[src/rtl/hub_pkg.sv]
// Shared hub-port types: FSM encoding, transfer-size codes, held request fields and ack timeout default.
// Pure declarations with no latency; backpressure is not applicable.
package hub_pkg;

    typedef enum logic [1:0] {
        ST_IDLE = 2'd0,
        ST_PEND = 2'd1,
        ST_ACK  = 2'd2
    } hub_state_e;

    typedef enum logic [1:0] {
        SZ_BYTE = 2'b00,
        SZ_WORD = 2'b01,
        SZ_LONG = 2'b10,
        SZ_SYS  = 2'b11
    } hub_size_e;

    // Number of hub strobes to wait for our ack bit before giving up on a request.
    localparam logic [3:0] ACK_TMO_DEFAULT = 4'd15;

    typedef struct packed {
        logic       r;
        logic       w;
        hub_size_e  s;
        logic [15:0] a;
        logic [31:0] d;
    } hub_op_t;

endpackage

[src/rtl/hub_port_tmo.sv]
// Ack-wait counter: clear/increment on hub strobes, term_o flags that the next increment reaches LIMIT.
// Latency: one clock per update with a combinational flag; it applies no backpressure.
module hub_port_tmo
    import hub_pkg::*;
#(
    parameter logic [3:0] LIMIT = ACK_TMO_DEFAULT
) (
    input  logic clk_i,
    input  logic rst_i,
    input  logic clr_i,
    input  logic inc_i,
    output logic term_o
);

    logic [3:0] cnt_q;
    logic [3:0] cnt_d;

    always_comb begin
        cnt_d = cnt_q;
        if (clr_i) begin
            cnt_d = 4'd0;
        end else if (inc_i) begin
            cnt_d = cnt_q + 4'd1;
        end
    end

    always_ff @(posedge clk_i or posedge rst_i) begin
        if (rst_i) begin
            cnt_q <= 4'd0;
        end else begin
            cnt_q <= cnt_d;
        end
    end

    // The flag depends only on the count, so the caller can gate inc_i on it without a loop.
    assign term_o = (cnt_q == (LIMIT - 4'd1));

endmodule

[src/rtl/hub_port.sv]
// Cog-side hub port: holds one request, drives it on the bus during our slot, then waits for the ack or a timeout.
// Latency: done/tmo one clock after the deciding strobe; req is ignored while busy or while done is high.
module hub_port
    import hub_pkg::*;
#(
    parameter logic [3:0] ACK_TMO = ACK_TMO_DEFAULT
) (
    input  logic        clk_cog,
    input  logic        res,
    input  logic        ena_bus,
    input  logic        sel,
    input  logic [2:0]  id,
    input  logic        req,
    input  logic        op_r,
    input  logic        op_w,
    input  logic [1:0]  op_s,
    input  logic [15:0] op_a,
    input  logic [31:0] op_d,
    output logic        bus_r,
    output logic        bus_e,
    output logic        bus_w,
    output logic [1:0]  bus_s,
    output logic [15:0] bus_a,
    output logic [31:0] bus_d,
    input  logic [7:0]  bus_ack,
    input  logic [31:0] bus_q,
    input  logic        bus_c,
    output logic        busy,
    output logic        done,
    output logic        tmo,
    output logic [31:0] res_q,
    output logic        res_c
);

    hub_state_e  st_q, st_d;
    hub_op_t     hold_q, hold_d;
    logic [31:0] res_q_d;
    logic        res_c_d;
    logic        done_q, done_d;
    logic        tmo_q, tmo_d;
    logic        cnt_clr, cnt_inc, cnt_term;
    logic        ack_hit;
    logic        drive;

    assign ack_hit = bus_ack[id];

    hub_port_tmo #(
        .LIMIT (ACK_TMO)
    ) u_tmo (
        .clk_i  (clk_cog),
        .rst_i  (res),
        .clr_i  (cnt_clr),
        .inc_i  (cnt_inc),
        .term_o (cnt_term)
    );

    always_comb begin
        st_d    = st_q;
        hold_d  = hold_q;
        res_q_d = res_q;
        res_c_d = res_c;
        done_d  = 1'b0;
        tmo_d   = 1'b0;
        cnt_clr = 1'b0;
        cnt_inc = 1'b0;
        case (st_q)
            ST_IDLE: begin
                // The done clock still belongs to the finished request.
                if (req && !done_q) begin
                    hold_d = '{r: op_r, w: op_w, s: hub_size_e'(op_s), a: op_a, d: op_d};
                    st_d   = ST_PEND;
                end
            end
            ST_PEND: begin
                if (sel && ena_bus) begin
                    cnt_clr = 1'b1;
                    st_d    = ST_ACK;
                end
            end
            ST_ACK: begin
                if (ena_bus) begin
                    if (ack_hit) begin
                        res_q_d = bus_q;
                        res_c_d = bus_c;
                        done_d  = 1'b1;
                        st_d    = ST_IDLE;
                    end else begin
                        cnt_inc = 1'b1;
                        if (cnt_term) begin
                            tmo_d = 1'b1;
                            st_d  = ST_IDLE;
                        end
                    end
                end
            end
            default: begin
                st_d = ST_IDLE;
            end
        endcase
    end

    always_ff @(posedge clk_cog or posedge res) begin
        if (res) begin
            st_q   <= ST_IDLE;
            hold_q <= '0;
            res_q  <= 32'd0;
            res_c  <= 1'b0;
            done_q <= 1'b0;
            tmo_q  <= 1'b0;
        end else begin
            st_q   <= st_d;
            hold_q <= hold_d;
            res_q  <= res_q_d;
            res_c  <= res_c_d;
            done_q <= done_d;
            tmo_q  <= tmo_d;
        end
    end

    // Outputs are zero when not driving so several cogs can be OR-ed onto the hub.
    assign drive = (st_q == ST_PEND) && sel;
    assign bus_e = drive;
    assign bus_r = drive & hold_q.r;
    assign bus_w = drive & hold_q.w;
    assign bus_s = drive ? 2'(hold_q.s) : 2'b00;
    assign bus_a = drive ? hold_q.a : 16'd0;
    assign bus_d = drive ? hold_q.d : 32'd0;

    assign busy = (st_q != ST_IDLE);
    assign done = done_q;
    assign tmo  = tmo_q;

endmodule

[config.mk]
export PLATFORM = sky130hd
export DESIGN_NAME = hub_port
export DESIGN_NICKNAME = d
export VERILOG_FILES = /design/src/rtl/hub_pkg.sv /design/src/rtl/hub_port_tmo.sv /design/src/rtl/hub_port.sv
export SDC_FILE = /design/constraint.sdc
export NUM_CORES = 1
export LEC_CHECK = 0
export CAP_MARGIN = 10
export CELL_PAD_IN_SITES_DETAIL_PLACEMENT = 0
export CELL_PAD_IN_SITES_GLOBAL_PLACEMENT = 1
export CORE_ASPECT_RATIO = 0.9
export CORE_UTILIZATION = 52
export DETAILED_ROUTE_END_ITERATION = 6
export DONT_BUFFER_PORTS = 1
export GPL_TIMING_DRIVEN = 1
export PLACE_DENSITY_LB_ADDON = 0.25
export SYNTH_ARGS = -nofsm -noshare
export SYNTH_HDL_FRONTEND = slang
export SYNTH_SLANG_ARGS = --single-unit
[constraint.sdc]
create_clock -name clk_cog -period 8.9 [get_ports clk_cog]
set_clock_uncertainty 0.05 [all_clocks]
set_input_delay 1.335 -clock clk_cog [delete_from_list [all_inputs] [get_ports clk_cog]]
set_output_delay 1.335 -clock clk_cog [all_outputs]
set_load 0.01 [all_outputs]
Word-level counts from Yosys, hierarchy flattened --
Index checks and enable logic that the tools add are counted.
Word-level totals: register bits 93, output and inout port bits 89, input port bits 101, word-level logic and storage cells 57
Cells by class: order comparisons 1, equal/unequal tests 7, bitwise gates (word level) 2, mux-type cells 25, add/sub/neg operators 1, reduce and logical (&&, ||, !) cells 10
Operators by type and width (number):
- two-way mux 32 bit | 1
- two-way mux 16 bit | 1
- two-way mux 1 bit | 13
- two-way mux 2 bit | 6
- two-way mux 4 bit | 2
- != test 2 bit, second input constant | 3
- one-hot mux 2 bit (3 select lines) | 1
- adder 4 x 1 -> 4 bit, second input constant | 1
- equality test 4 bit, second input constant | 1
- < comparator 3 x 4 -> 1 bit, second input constant | 1
- AND reduction 4 bit | 1
- nonzero test 2 bit | 2
- binary-select mux 1 bit (select 3 bit) | 1
- logical AND 1 bit | 3
- != test 3 bit, second input constant | 1
- AND reduction 3 bit | 1
- bitwise AND 1 bit | 2
- equality test 2 x 1 -> 1 bit, second input constant | 1
- equality test 2 bit, second input constant | 1
- logical NOT 2 bit | 1
- AND reduction 2 bit | 1
- logical NOT 1 bit | 1

Logic depth before layout (Yosys ltp) --
Gate-level depths: netlist of the first run.
word-level depth 7, mapped depth 6, mapped depth without buffers 5

Cells and area by module --
From an unflattened synthesis of the first run, not the netlist that was laid out.
Second synthesis, totals: cells, all modules 283, area, all modules 4127.7 µm²
By module, submodules not included:
- hub_port | cells an instance 263, times used 1, seq. area each 2227.1 µm², area an instance 3911.3 µm²
- hub_port_tmo | cells an instance 20, times used 1, seq. area each 100.1 µm², area an instance 216.5 µm²

Worst setup path before layout of the first run --
OpenSTA, ideal clock, no wires.
kind in2out, start input port sel, end output port bus_d[20], cell stages on the path 4, required time 7.515 ns, path buffers 2, slack 5.381 ns, arrival 2.134 ns, cells stage by stage and3_1 > clkbuf_1 > clkbuf_1 > and2_1
Between the ends: longest elaborated chain between the ends 2
Ends and longest elaborated chain:
- from (decl) | line hub_port.sv:11 | input logic sel,
- logical AND 1 bit | line hub_port.sv:121 | assign drive = (st_q == ST_PEND) && sel;
- named net bus_e | line hub_port.sv:20 | output logic bus_e,
- two-way mux 32 bit | line hub_port.sv:127 | assign bus_d = drive ? hold_q.d : 32'd0;
- to (decl) | line hub_port.sv:24 | output logic [31:0] bus_d,
The timed path passes the listed nets, and every way through them passes these cells.

Worst setup path after layout of the first run --
start input port sel, end output port bus_d[10]
Between the ends: longest elaborated chain between the ends 2
Ends and longest elaborated chain (line):
- logical AND 1 bit | hub_port.sv:121
- two-way mux 32 bit | hub_port.sv:127
No other way between the ends.

==> metrics.yaml, run 1 <==
clk_latency_ps: 350
drt-pass1-iter-count: 4
switch_pwr_uw: 474
max_freq_ghz: 0.287
cp-start-kind: "primary input"
layout_worst_path_cycle_share: 0.392
power.combinational.fraction: 0.282
crit_path_end_kind: "output pin"
design.core.area_um2: 7620
cts.hold.buffers_added: 0
postRouteWirelength_um: 6910
cts-resized-gates: 0
final_core_utilization: 0.577
power.density_nw_per_um2: 354
tritoncts: "done"
worst-slew-pin-transition_ps: 739
cp.required_ps: 7520
n_fill_cell: 614
synth_area_um2: 4130
finalHoldViolations: 0
yosys_register_bits: 93
grt_remaining_overflow: 0
yosys.area_share.xor_xnor: 0
diodes: 0
power.switching_fraction: 0.305
detailedPlace.worstSlack_ps: 5400
detail_route.drc_violations: 0
drt-initial-drc-count: 28
post_drt_wl_per_cell_um: 18.1
yosys.area_share.adder: 0.00607
synth.avg_cell_area_um2: 14.6
syn_inst: 283
globalRouteTotalUtil: 0.167
crit_path_cell_trace: "and3_1, buf_4, and2_1"
flow.area_growth_from_synthesis_pct: 6.55
finalCriticalPeriod_ps: 3480
power.sequential.fraction: 0.504
power.share.clock: 0.214
finalSetupViolCount: 0
totalPowerFinal_uw: 1550
postLayoutSetupSlackWorst_ps: 5420
drv_cap: 0
place_hpwl_um: 4880
cts.root.buffer_cell: "sky130_fd_sc_hd__clkbuf_8"
drt-vias-per-instance: 5.58
grt_first_pass_wirelength_um: 10200
layout.nets: 384
report.final.slew_viol_count: 0
std_cell_rows: 30
critical-path-slowest-cell: "sky130_fd_sc_hd__buf_4"
grt_pass1_vias: 2113
clk_path_buf_depth: 2
initial_core_util: 0.541
cts_setup_buffers: 0
hold-worst-slack_ps: 429
ctsHtreeMaxLevel: 3
floorplan.die.height_um: 86.5
synth_simple_gate_area_frac: 0.105
gpl.final_weighted_congestion: 0.705
worstHoldPathType: "reg -> reg"
ir_drop_mv: 0.187
die_width_um: 95.9
cp_max_fo: 53
synth_top_family_by_area: "multiplexers"
post_synth_mux_area_share: 0.281
slew_headroom: 0.507
yosysSeqAreaShare: 0.564
grt_setup_unrepaired: "false"
run_status: "completed"
largest_net_degree_at_the_start_of_global_routing: 54
portBuffers: 0
drive_gt1_frac: 0.388
synthesis.yosys.warnings: 0
floorplan.die_area_um2: 8290
dr_total_vias: 2132
p_int_uw: 1080
fraction_of_the_mapped_netlist_area_in_compound_gates: 0.00971
cp.arrival_ps: 2100
pin_count: 190
max_stage_delay_ps: 340
synthDistinctLibCells: 25
post_route_ant_nets: 0
p_leak_uw: 0.00198
total_cts_buffers: 9
path_clk_slew_ps: 90
tritoncts_num_sinks: 93
synth.net_count: 386
grt_antenna_before_repair: 0
worstSetupPathType: "in -> out"
tns_ps: 0
state kept, by name, indices dropped and copies added (netlist names):
signal and cells:
st_q 2, res_c 1, u_tmo.cnt_q 4, res_q 32, hold_q 52, done 1, tmo 1
power groups by stage:
| stage | Combinational, µW | Clock [µW] | Sequential [µW] |
|---|---|---|---|
| floorplan | 409 | 0 | 749 |
| global placement | 435 | 0 | 791 |
| detailed placement | 451 | 0 | 791 |
| CTS | 449 | 345 | 786 |
| global route | 485 | 363 | 815 |
| finish | 439 | 333 | 783 |
cell type report:
| class | count | area (µm²) | area share |
|---|---|---|---|
| repair buffers | 3 | 22.5 | 0.00512 |
| well taps | 96 | 120 | 0.0273 |
| clock buffers | 9 | 124 | 0.0282 |
| inverters | 5 | 20.0 | 0.00455 |
| clock inverters | 7 | 121 | 0.0276 |
| multi-input cells | 169 | 1660 | 0.378 |
| flip-flops and latches | 93 | 2330 | 0.529 |
final timing paths:
check / from / slack, ps / end / depth (start not counted)
worst max register to register: st_q[0] / 6810 / hold_q[16] / 4
worst max-delay path: sel / 5420 / bus_d[10] / 3
min in group asynchronous: res / 910 / hold_q[8] / 1
worst min register to register: u_tmo.cnt_q[3] / 430 / u_tmo.cnt_q[3] / 1
max in group asynchronous: res / 6800 / hold_q[46] / 2
worst min-delay path: u_tmo.cnt_q[3] / 430 / u_tmo.cnt_q[3] / 1
stage by stage:
| step | std cells | cell area, µm² |
|---|---|---|
| 6_report | 382 | 4400 |
| 5_1_grt | 382 | 4400 |
| 4_1_cts | 382 | 4400 |
| 3_5_place_dp | 366 | 4150 |
| 3_3_place_gp | 366 | 4150 |
| 2_1_floorplan | 283 | 4130 |
kinds of logic after synthesis:
group | Yosys count
compound gates | 5
fa+ha+maj | 2
buf+inv | 21
flops | 93
mux | 93
simple gates | 69
Yosys cell counts:
cell / n / area, µm²
sky130_fd_sc_hd__dfrtp_1: 93 / 2330
sky130_fd_sc_hd__mux2_2: 56 / 631
sky130_fd_sc_hd__and2_1: 52 / 325
sky130_fd_sc_hd__mux2_4: 29 / 435
sky130_fd_sc_hd__mux2i_1: 7 / 70.1
sky130_fd_sc_hd__buf_2: 6 / 30.0
sky130_fd_sc_hd__clkbuf_1: 6 / 22.5
sky130_fd_sc_hd__nand2_1: 6 / 22.5
sky130_fd_sc_hd__inv_1: 5 / 18.8
sky130_fd_sc_hd__buf_12: 3 / 60.1
sky130_fd_sc_hd__a31o_2: 2 / 17.5
sky130_fd_sc_hd__and3_1: 2 / 12.5
sky130_fd_sc_hd__ha_1: 2 / 25.0
sky130_fd_sc_hd__nand3_1: 2 / 10.0
sky130_fd_sc_hd__o31ai_1: 2 / 15.0
sky130_fd_sc_hd__a21boi_0: 1 / 7.51
sky130_fd_sc_hd__and3b_1: 1 / 8.76
sky130_fd_sc_hd__buf_6: 1 / 11.3
sky130_fd_sc_hd__mux4_2: 1 / 22.5
sky130_fd_sc_hd__nand2b_1: 1 / 6.26
sky130_fd_sc_hd__nand4b_1: 1 / 8.76
sky130_fd_sc_hd__nor2_1: 1 / 3.75
sky130_fd_sc_hd__nor2_8: 1 / 20.0
sky130_fd_sc_hd__nor3b_1: 1 / 7.51
sky130_fd_sc_hd__or2_2: 1 / 6.26
per-layer routing:
metal	wire (µm)	GRT usage	vias to the layer above	part of all wire
met3	662	0.0702	8	0.096
met5	0	0	-	0
met4	92	0.0529	0	0.013
met2	3430	0.277	116	0.50
met1	2720	0.196	1055	0.39
li1	-	-	953	-
placed cells by master, fill, tap and decap left out, drive strengths merged, types with 3 or more instances in the layout:
| cell | Yosys | routed |
|---|---|---|
| buf | 10 | 3 |
| mux2 | 85 | 85 |
| nand2 | 6 | 6 |
| and2 | 52 | 52 |
| inv | 5 | 5 |
| clkinv | 0 | 4 |
| clkbuf | 6 | 9 |
| mux2i | 7 | 7 |
| dfrtp | 93 | 93 |
| bufinv | 0 | 3 |
worst max-delay path, delay by kind of cell:
kind	cells	cell delay, ps
and+or+nand+nor	2	400
buffers and inverters	1	340
(Power assumes the default switching activity.)
==> run 2, diff against run 1 <==
- ABC_AREA: unset -> 1
- CORE_UTILIZATION: 52 -> 44
- clock period: 8.9 -> 3.53 ns (I/O delays scaled with it)
==> run 2 against run 1 <==
Power increased by 140%. Non-clock buffer count increased by 2. Via count increased by 36%. Combinational power increased to 2.5 times the previous value. Routed wire length increased by 19%. Worst setup slack got worse by 4400 ps. Die area increased by 16%. Critical path type is now reg -> out. Critical endpoint is now bus_a[0]. Largest cell class unchanged.
==> metrics.yaml, run 2 <==
drt-pass1-iter-count: 4  # unchanged
slew_headroom: 0.428  # -0.0792
synthesis.yosys.warnings: 0  # unchanged
grt_remaining_overflow: 0  # unchanged
async_flop_share: 1.00  # unchanged
cp-start-kind: "flip-flop"
initial_core_util: 0.462  # -0.0793
mostFrequentLayoutCell: "sky130_fd_sc_hd__nand2_1"
synth.net_count: 593  # +54%
pin_count: 190  # unchanged
largest_net_degree_at_the_start_of_global_routing: 81  # +50%
clk_latency_ps: 340  # about the same
synth.avg_cell_area_um2: 8.27  # -43%
synth_enable_flop_cells: 0  # unchanged
worstSetupPathType: "reg -> out"
layout_top_registers: "hold_q: 52 flops, res_q: 32 flops, u_tmo.cnt_q: 4 flops"
grt_setup_unrepaired: "false"
yosys_register_bits: 93  # unchanged
grt_first_pass_wirelength_um: 12600  # +23%
flow.area_growth_from_synthesis_pct: 6.45  # about the same
std_cell_rows: 32  # +6.7%
yosysSeqAreaShare: 0.574  # +0.0103
path_clk_slew_ps: 90  # about the same
dr_total_vias: 2894  # +36%
worst-slew-pin-transition_ps: 857  # +118 ps
worstHoldPathType: "in -> reg"
floorplan.die.height_um: 93.0  # +7.6%
cts.root.buffer_cell: "sky130_fd_sc_hd__clkbuf_8"
place_hpwl_um: 5880  # +20%
layout.nets: 587  # +53%
floorplan.die_area_um2: 9600  # +16%
clk_path_buf_depth: 2  # unchanged
largest_register_ff_count: 52  # unchanged
cp_max_fo: 52  # -1.9%
run_status: "completed"
post_route_ant_nets: 0  # unchanged
grt_pass1_vias: 2689  # +27%
cp.arrival_ps: 1910  # -190 ps
netlist.top_cell.by_area: "sky130_fd_sc_hd__dfrtp_1"
finalSetupViolCount: 0  # unchanged
syn_inst: 490  # +73%
tritoncts: "done"
drv_cap: 0  # unchanged
finalCriticalPeriod_ps: 2490
cts_setup_buffers: 0  # unchanged
max_freq_ghz: 0.401
n_fill_cell: 864  # +41%
synthTopCellsByArea: "sky130_fd_sc_hd__dfrtp_1, sky130_fd_sc_hd__nand2_1, sky130_fd_sc_hd__nor2_1"
post_drt_wl_per_cell_um: 13.5  # -25%
synth_largest_type_area_fraction: 0.574  # +0.0103
synthDistinctLibCells: 23  # -8.0%
tns_ps: 0  # unchanged
final_cell_mix: "sky130_fd_sc_hd__nand2_1, sky130_fd_sc_hd__nor2_1, sky130_fd_sc_hd__dfrtp_1"
portBuffers: 0  # unchanged
report.final.slew_viol_count: 0  # unchanged
crit_path_end_kind: "output pin"
grt_antenna_before_repair: 0  # unchanged
drt-initial-drc-count: 72  # +160%
ctsHtreeMaxLevel: 3  # unchanged
p_leak_uw: 0.00239  # +21%
globalRouteTotalUtil: 0.171  # +0.00435
gpl.final_weighted_congestion: 0.753  # +6.8%
synthTopCellsByCount: "sky130_fd_sc_hd__nand2_1, sky130_fd_sc_hd__nor2_1, sky130_fd_sc_hd__dfrtp_1"
postRouteWirelength_um: 8190  # +19%
ir_drop_mv: 0.373  # +99%
design.core.area_um2: 8770  # +15%
final_core_utilization: 0.492  # -0.0850
drt-vias-per-instance: 4.78  # -14%
cp.required_ps: 2950  # -4570 ps
cts-resized-gates: 0  # unchanged
diodes: 0  # unchanged
layout_worst_path_cycle_share: 0.706
power.density_nw_per_um2: 860  # +140%
synthFlopType: "sky130_fd_sc_hd__dfrtp_1"
detail_route.drc_violations: 0  # unchanged
tritoncts_num_sinks: 93  # unchanged
top_register: "hold_q"
drive_gt1_frac: 0.0719  # -0.316
total_cts_buffers: 9  # unchanged
yosysMostFrequentCell: "sky130_fd_sc_hd__nand2_1"
finalHoldViolations: 0  # unchanged
die_width_um: 103  # +7.6%
synth_area_um2: 4050  # -1.8%
run 2: changes by cell type after synthesis, sizes merged, moves of 13 or more:
cell / before / now
mux2: 85 / 0
and2: 52 / 0
nand3: 2 / 15
nor2: 2 / 108
a21oi: 0 / 52
nand2: 6 / 117
inv: 5 / 72
run 2: logic make-up after synthesis:
| group | count (synthesis) | synth area share |
|---|---|---|
| DFF | 93 | 0.574 |
| adders and majority gates | 2 | 0.00618 |
| buffers and inverters | 94 | 0.0998 |
| and+or+nand+nor | 246 | 0.249 |
| xor gates and xnor gates | 2 | 0.00432 |
| AOI/OAI and AO/OA | 53 | 0.0661 |
run 2: worst paths after layout:
path | start | endpoint | slack (ps) | depth (start not counted)
setup / recovery | st_q[1] | bus_a[0] | 1040 | 4
hold / removal | bus_q[14] | res_q[14] | 230 | 2
setup reg to reg | st_q[0] | res_q[12] | 1550 | 7
hold reg to reg | hold_q[19] | hold_q[19] | 470 | 2
max in group asynchronous | res | hold_q[22] | 2030 | 3
min in group asynchronous | res | res_q[25] | 570 | 2
run 2: timing repair:
item                                    in CTS  in global routing
endpoints found under the setup margin       0                  0
endpoints found under the hold margin       21                  0
hold buffers                                 1                  0
run 2: stage by stage:
step / power, µW / hold WS [ps] / area, µm² / setup slack, ps / std cells
finish: 3710 / 234 / 4310 / 1040 / 606
global route: 4020 / 220 / 4310 / 869 / 606
global placement: 2980 / 361 / 4100 / 1440 / 591
CTS: 3770 / 217 / 4310 / 996 / 606
detailed placement: 3030 / 363 / 4100 / 1390 / 591
floorplan: 2790 / 431 / 4050 / 530 / 490
run 2: worst max-delay path: stages, from the launching register on:
cell and delay [ps]:
sky130_fd_sc_hd__dfrtp_1 400, sky130_fd_sc_hd__or2_1 250, sky130_fd_sc_hd__nor2_2 200, sky130_fd_sc_hd__inv_2 370
sky130_fd_sc_hd__nor2_1 350
run 2: power breakdown:
group          leakage (µW)  internal, µW  switching (µW)
registers           0.00109          1550             313
clock network     0.0000945           391             341
logic               0.00121           337             778
run 2: cell type report:
| type | count | area (µm²) | share of cell area |
|---|---|---|---|
| multi-input combinational | 303 | 1320 | 0.306 |
| tap | 119 | 149 | 0.0345 |
| sequential | 93 | 2330 | 0.540 |
| clock inverter | 4 | 75.1 | 0.0174 |
| clock buffer | 10 | 128 | 0.0296 |
| timing repair buffer | 5 | 40.0 | 0.00928 |
| inverter | 72 | 274 | 0.0635 |
run 2: per-layer routing:
layer,vias to the layer above,routed length [µm],track usage
met1,1318,3470,0.204
li1,1448,-,-
met4,0,108,0.0587
met2,118,3770,0.277
met5,-,0,0
met3,10,837,0.0717
==> run 3, diff against run 2 <==
- ABC_AREA: 1 -> 0
- clock period: 3.53 -> 2.25 ns (I/O delays scaled with it)
==> run 3 against run 2 <==
Sequential share of layout area down 1.6 points. Sequential power up 67%. Final cell count down 32%. Core utilization down 0.44 points. Global-route usage down 1.1 points. Via count down 26%. Critical path depth unchanged. Count of clock-buffer cells in the layout up 1. Routed wire length down 7.5%. Non-clock buffer count up 4. Largest power group unchanged.
==> metrics.yaml, run 3 (synthesized netlist as in run 1, its figures left out) <==
detail_route.wirelength.met1_um: 3170  # -8.8%
post_drt_wl_per_cell_um: 18.3  # +35%
layout.nets: 390  # -34%
cp-start-kind: "flip-flop"
ctsHtreeMaxLevel: 3  # unchanged
ir_drop_mv: 0.662  # +77%
clk_latency_ps: 340  # about the same
finalSetupViolCount: 0  # unchanged
drt-vias-per-instance: 5.21  # +9.0%
n_fill_cell: 825  # -4.5%
largest_net_degree_at_the_start_of_global_routing: 55  # -32%
floorplan.die.height_um: 93.9  # +0.89%
cp_max_fo: 42  # -19%
setup.reg_to_reg.worst_slack_ps: 350  # -1200 ps
initial_core_util: 0.452  # -0.00997
ff2ff_path_depth: 4  # -3
grt_antenna_before_repair: 0  # unchanged
grt_first_pass_wirelength_um: 12100  # -3.7%
max_stage_delay_ps: 410  # about the same
hold_start: "bus_q[8]"
min_to: "res_q[8]"
drv_cap: 0  # unchanged
diodes: 0  # unchanged
gpl.final_weighted_congestion: 0.689  # -8.5%
tritoncts: "done"
cts_setup_buffers: 0  # unchanged
flow.area_growth_from_synthesis_pct: 7.83
layout_worst_path_cycle_share: 0.891
worstHoldPathCells: 1  # -1
topRoutingLayerUsed: "met4"
tritoncts_num_sinks: 93  # unchanged
cts.root.buffer_cell: "sky130_fd_sc_hd__clkbuf_8"
mostFrequentLayoutCell: "sky130_fd_sc_hd__dfrtp_1"
layout_top_registers: "hold_q: 52 flops, res_q: 32 flops, u_tmo.cnt_q: 4 flops"
path_clk_slew_ps: 90  # about the same
largest_register_ff_count: 52  # unchanged
area.sequential_um2: 2330  # unchanged
finalHoldViolations: 0  # unchanged
multiInputGateArea_um2: 1660  # +26%
detail_route.drc_violations: 0  # unchanged
pin_count: 190  # unchanged
cp.buffers_inverters: 2  # +1
clk_path_buf_depth: 2  # unchanged
grt_remaining_overflow: 0  # unchanged
crit_path_cell_trace: "inv_1, and3_2, buf_12, and2_1"
dr_total_vias: 2155  # -26%
drt-pass1-iter-count: 4  # unchanged
post_layout_nonfiller_instances: 414  # -32%
portBuffers: 0  # unchanged
total_cts_buffers: 9  # unchanged
critical-path-slowest-cell: "sky130_fd_sc_hd__dfrtp_1"
die_width_um: 104  # +0.89%
worstHoldPathType: "in -> reg"
worst-slew-pin-transition_ps: 673  # -184 ps
crit-reg2reg-capture: "hold_q[16]"
met2_wire_length_um: 3630  # -3.7%
final_cell_area_um2: 4450  # +3.1%
crit-reg2reg-launch: "st_q[0]"
tns_ps: 0  # unchanged
final_core_utilization: 0.487  # -0.00441
slew_headroom: 0.551  # +0.123
max_freq_ghz: 0.499
std_cell_rows: 33  # +3.1%
grt_setup_unrepaired: "false"
crit_path_end_kind: "output pin"
top_register: "hold_q"
drt-initial-drc-count: 75  # +4.2%
place_hpwl_um: 5520  # -6.2%
postRouteWirelength_um: 7570  # -7.5%
met3_wirelength_um: 709  # -15%
cp.arrival_ps: 1620  # -290 ps
p_leak_uw: 0.00198  # -17%
design.core.area_um2: 9130  # +4.1%
grt_pass1_vias: 2274  # -15%
placed_cells: 397  # -33%
post_route_ant_nets: 0  # unchanged
placement.cell_area_um2: 4260  # +3.9%
cp.required_ps: 1860  # -1090 ps
floorplan.die_area_um2: 9770  # +1.8%
power.density_nw_per_um2: 1330  # +55%
run_status: "completed"
globalRouteTotalUtil: 0.160  # -0.0110
report.final.slew_viol_count: 0  # unchanged
path_delay_family: "simple AND/OR/NAND/NOR gates"
final_cell_mix: "sky130_fd_sc_hd__dfrtp_1, sky130_fd_sc_hd__mux2_2, sky130_fd_sc_hd__and2_1"
worstSetupPathType: "reg -> out"
drive_gt1_frac: 0.397  # +0.325
finalCriticalPeriod_ps: 2010
## run 3: cell count changes in the layout (fill, tap and decap cells not counted), sizes merged, moves of 52 or more
| cell | change |
|---|---|
| nand2 | -111 |
| nor2 | -106 |
| mux2 | +85 |
| inv | -66 |
| a21oi | -52 |
| and2 | +52 |
## run 3: worst reg2reg max path, stage by stage, from the launching register on
cell	delay [ps]
sky130_fd_sc_hd__dfrtp_1	430
sky130_fd_sc_hd__or2_2	350
sky130_fd_sc_hd__nor3b_2	280
sky130_fd_sc_hd__buf_12	270
sky130_fd_sc_hd__mux2_2	420
## run 3: how the worst max path moves through the flow
stage | slack, ps | from | cells after the start | endpoint
floorplan | 320 | id[0] | 6 | res_c
global placement | 310 | id[0] | 5 | res_q[28]
detailed placement | 270 | id[0] | 5 | res_q[5]
CTS | 60 | st_q[1] | 4 | bus_s[1]
global route | 120 | st_q[1] | 4 | bus_s[1]
finish | 240 | st_q[1] | 4 | bus_d[21]
## run 3: final cells by class
class | instances | share of cell area
Sequential cell | 93 | 0.523
Multi-Input combinational cell | 169 | 0.374
Tap cell | 122 | 0.0343
Clock buffer | 11 | 0.0318
Timing Repair Buffer | 9 | 0.0242
Clock inverter | 5 | 0.00788
Inverter | 5 | 0.00506
## run 3: stage by stage
step	setup WS, ps	total power (µW)	hold slack, ps
5_1_grt	125	6320	46.6
3_3_place_gp	315	4900	337
6_report	245	5920	81.6
3_5_place_dp	273	4990	341
2_1_floorplan	322	4580	396
4_1_cts	64.6	6020	59.0
## run 3: where the power goes
part | internal (µW) | leakage (µW) | switching [µW] | total (µW)
clock network | 435 | 0.0000897 | 565 | 1000
registers | 2480 | 0.00113 | 618 | 3100
logic | 1100 | 0.000759 | 720 | 1820
total | 4010 | 0.00198 | 1900 | 5920
## run 3: timing repair
item | 4_1_cts | 5_1_grt
hold endpoints to repair | 39 | 0
resized for setup | 0 | 1
setup endpoints to repair | 0 | 4
hold buffers | 1 | 0
## run 3: metal layers
| metal | GRT usage | vias to the layer above |
|---|---|---|
| li1 | - | 969 |
| met1 | 0.194 | 1058 |
| met2 | 0.262 | 120 |
| met3 | 0.0693 | 8 |
| met4 | 0.0429 | 0 |
| met5 | 0 | - |
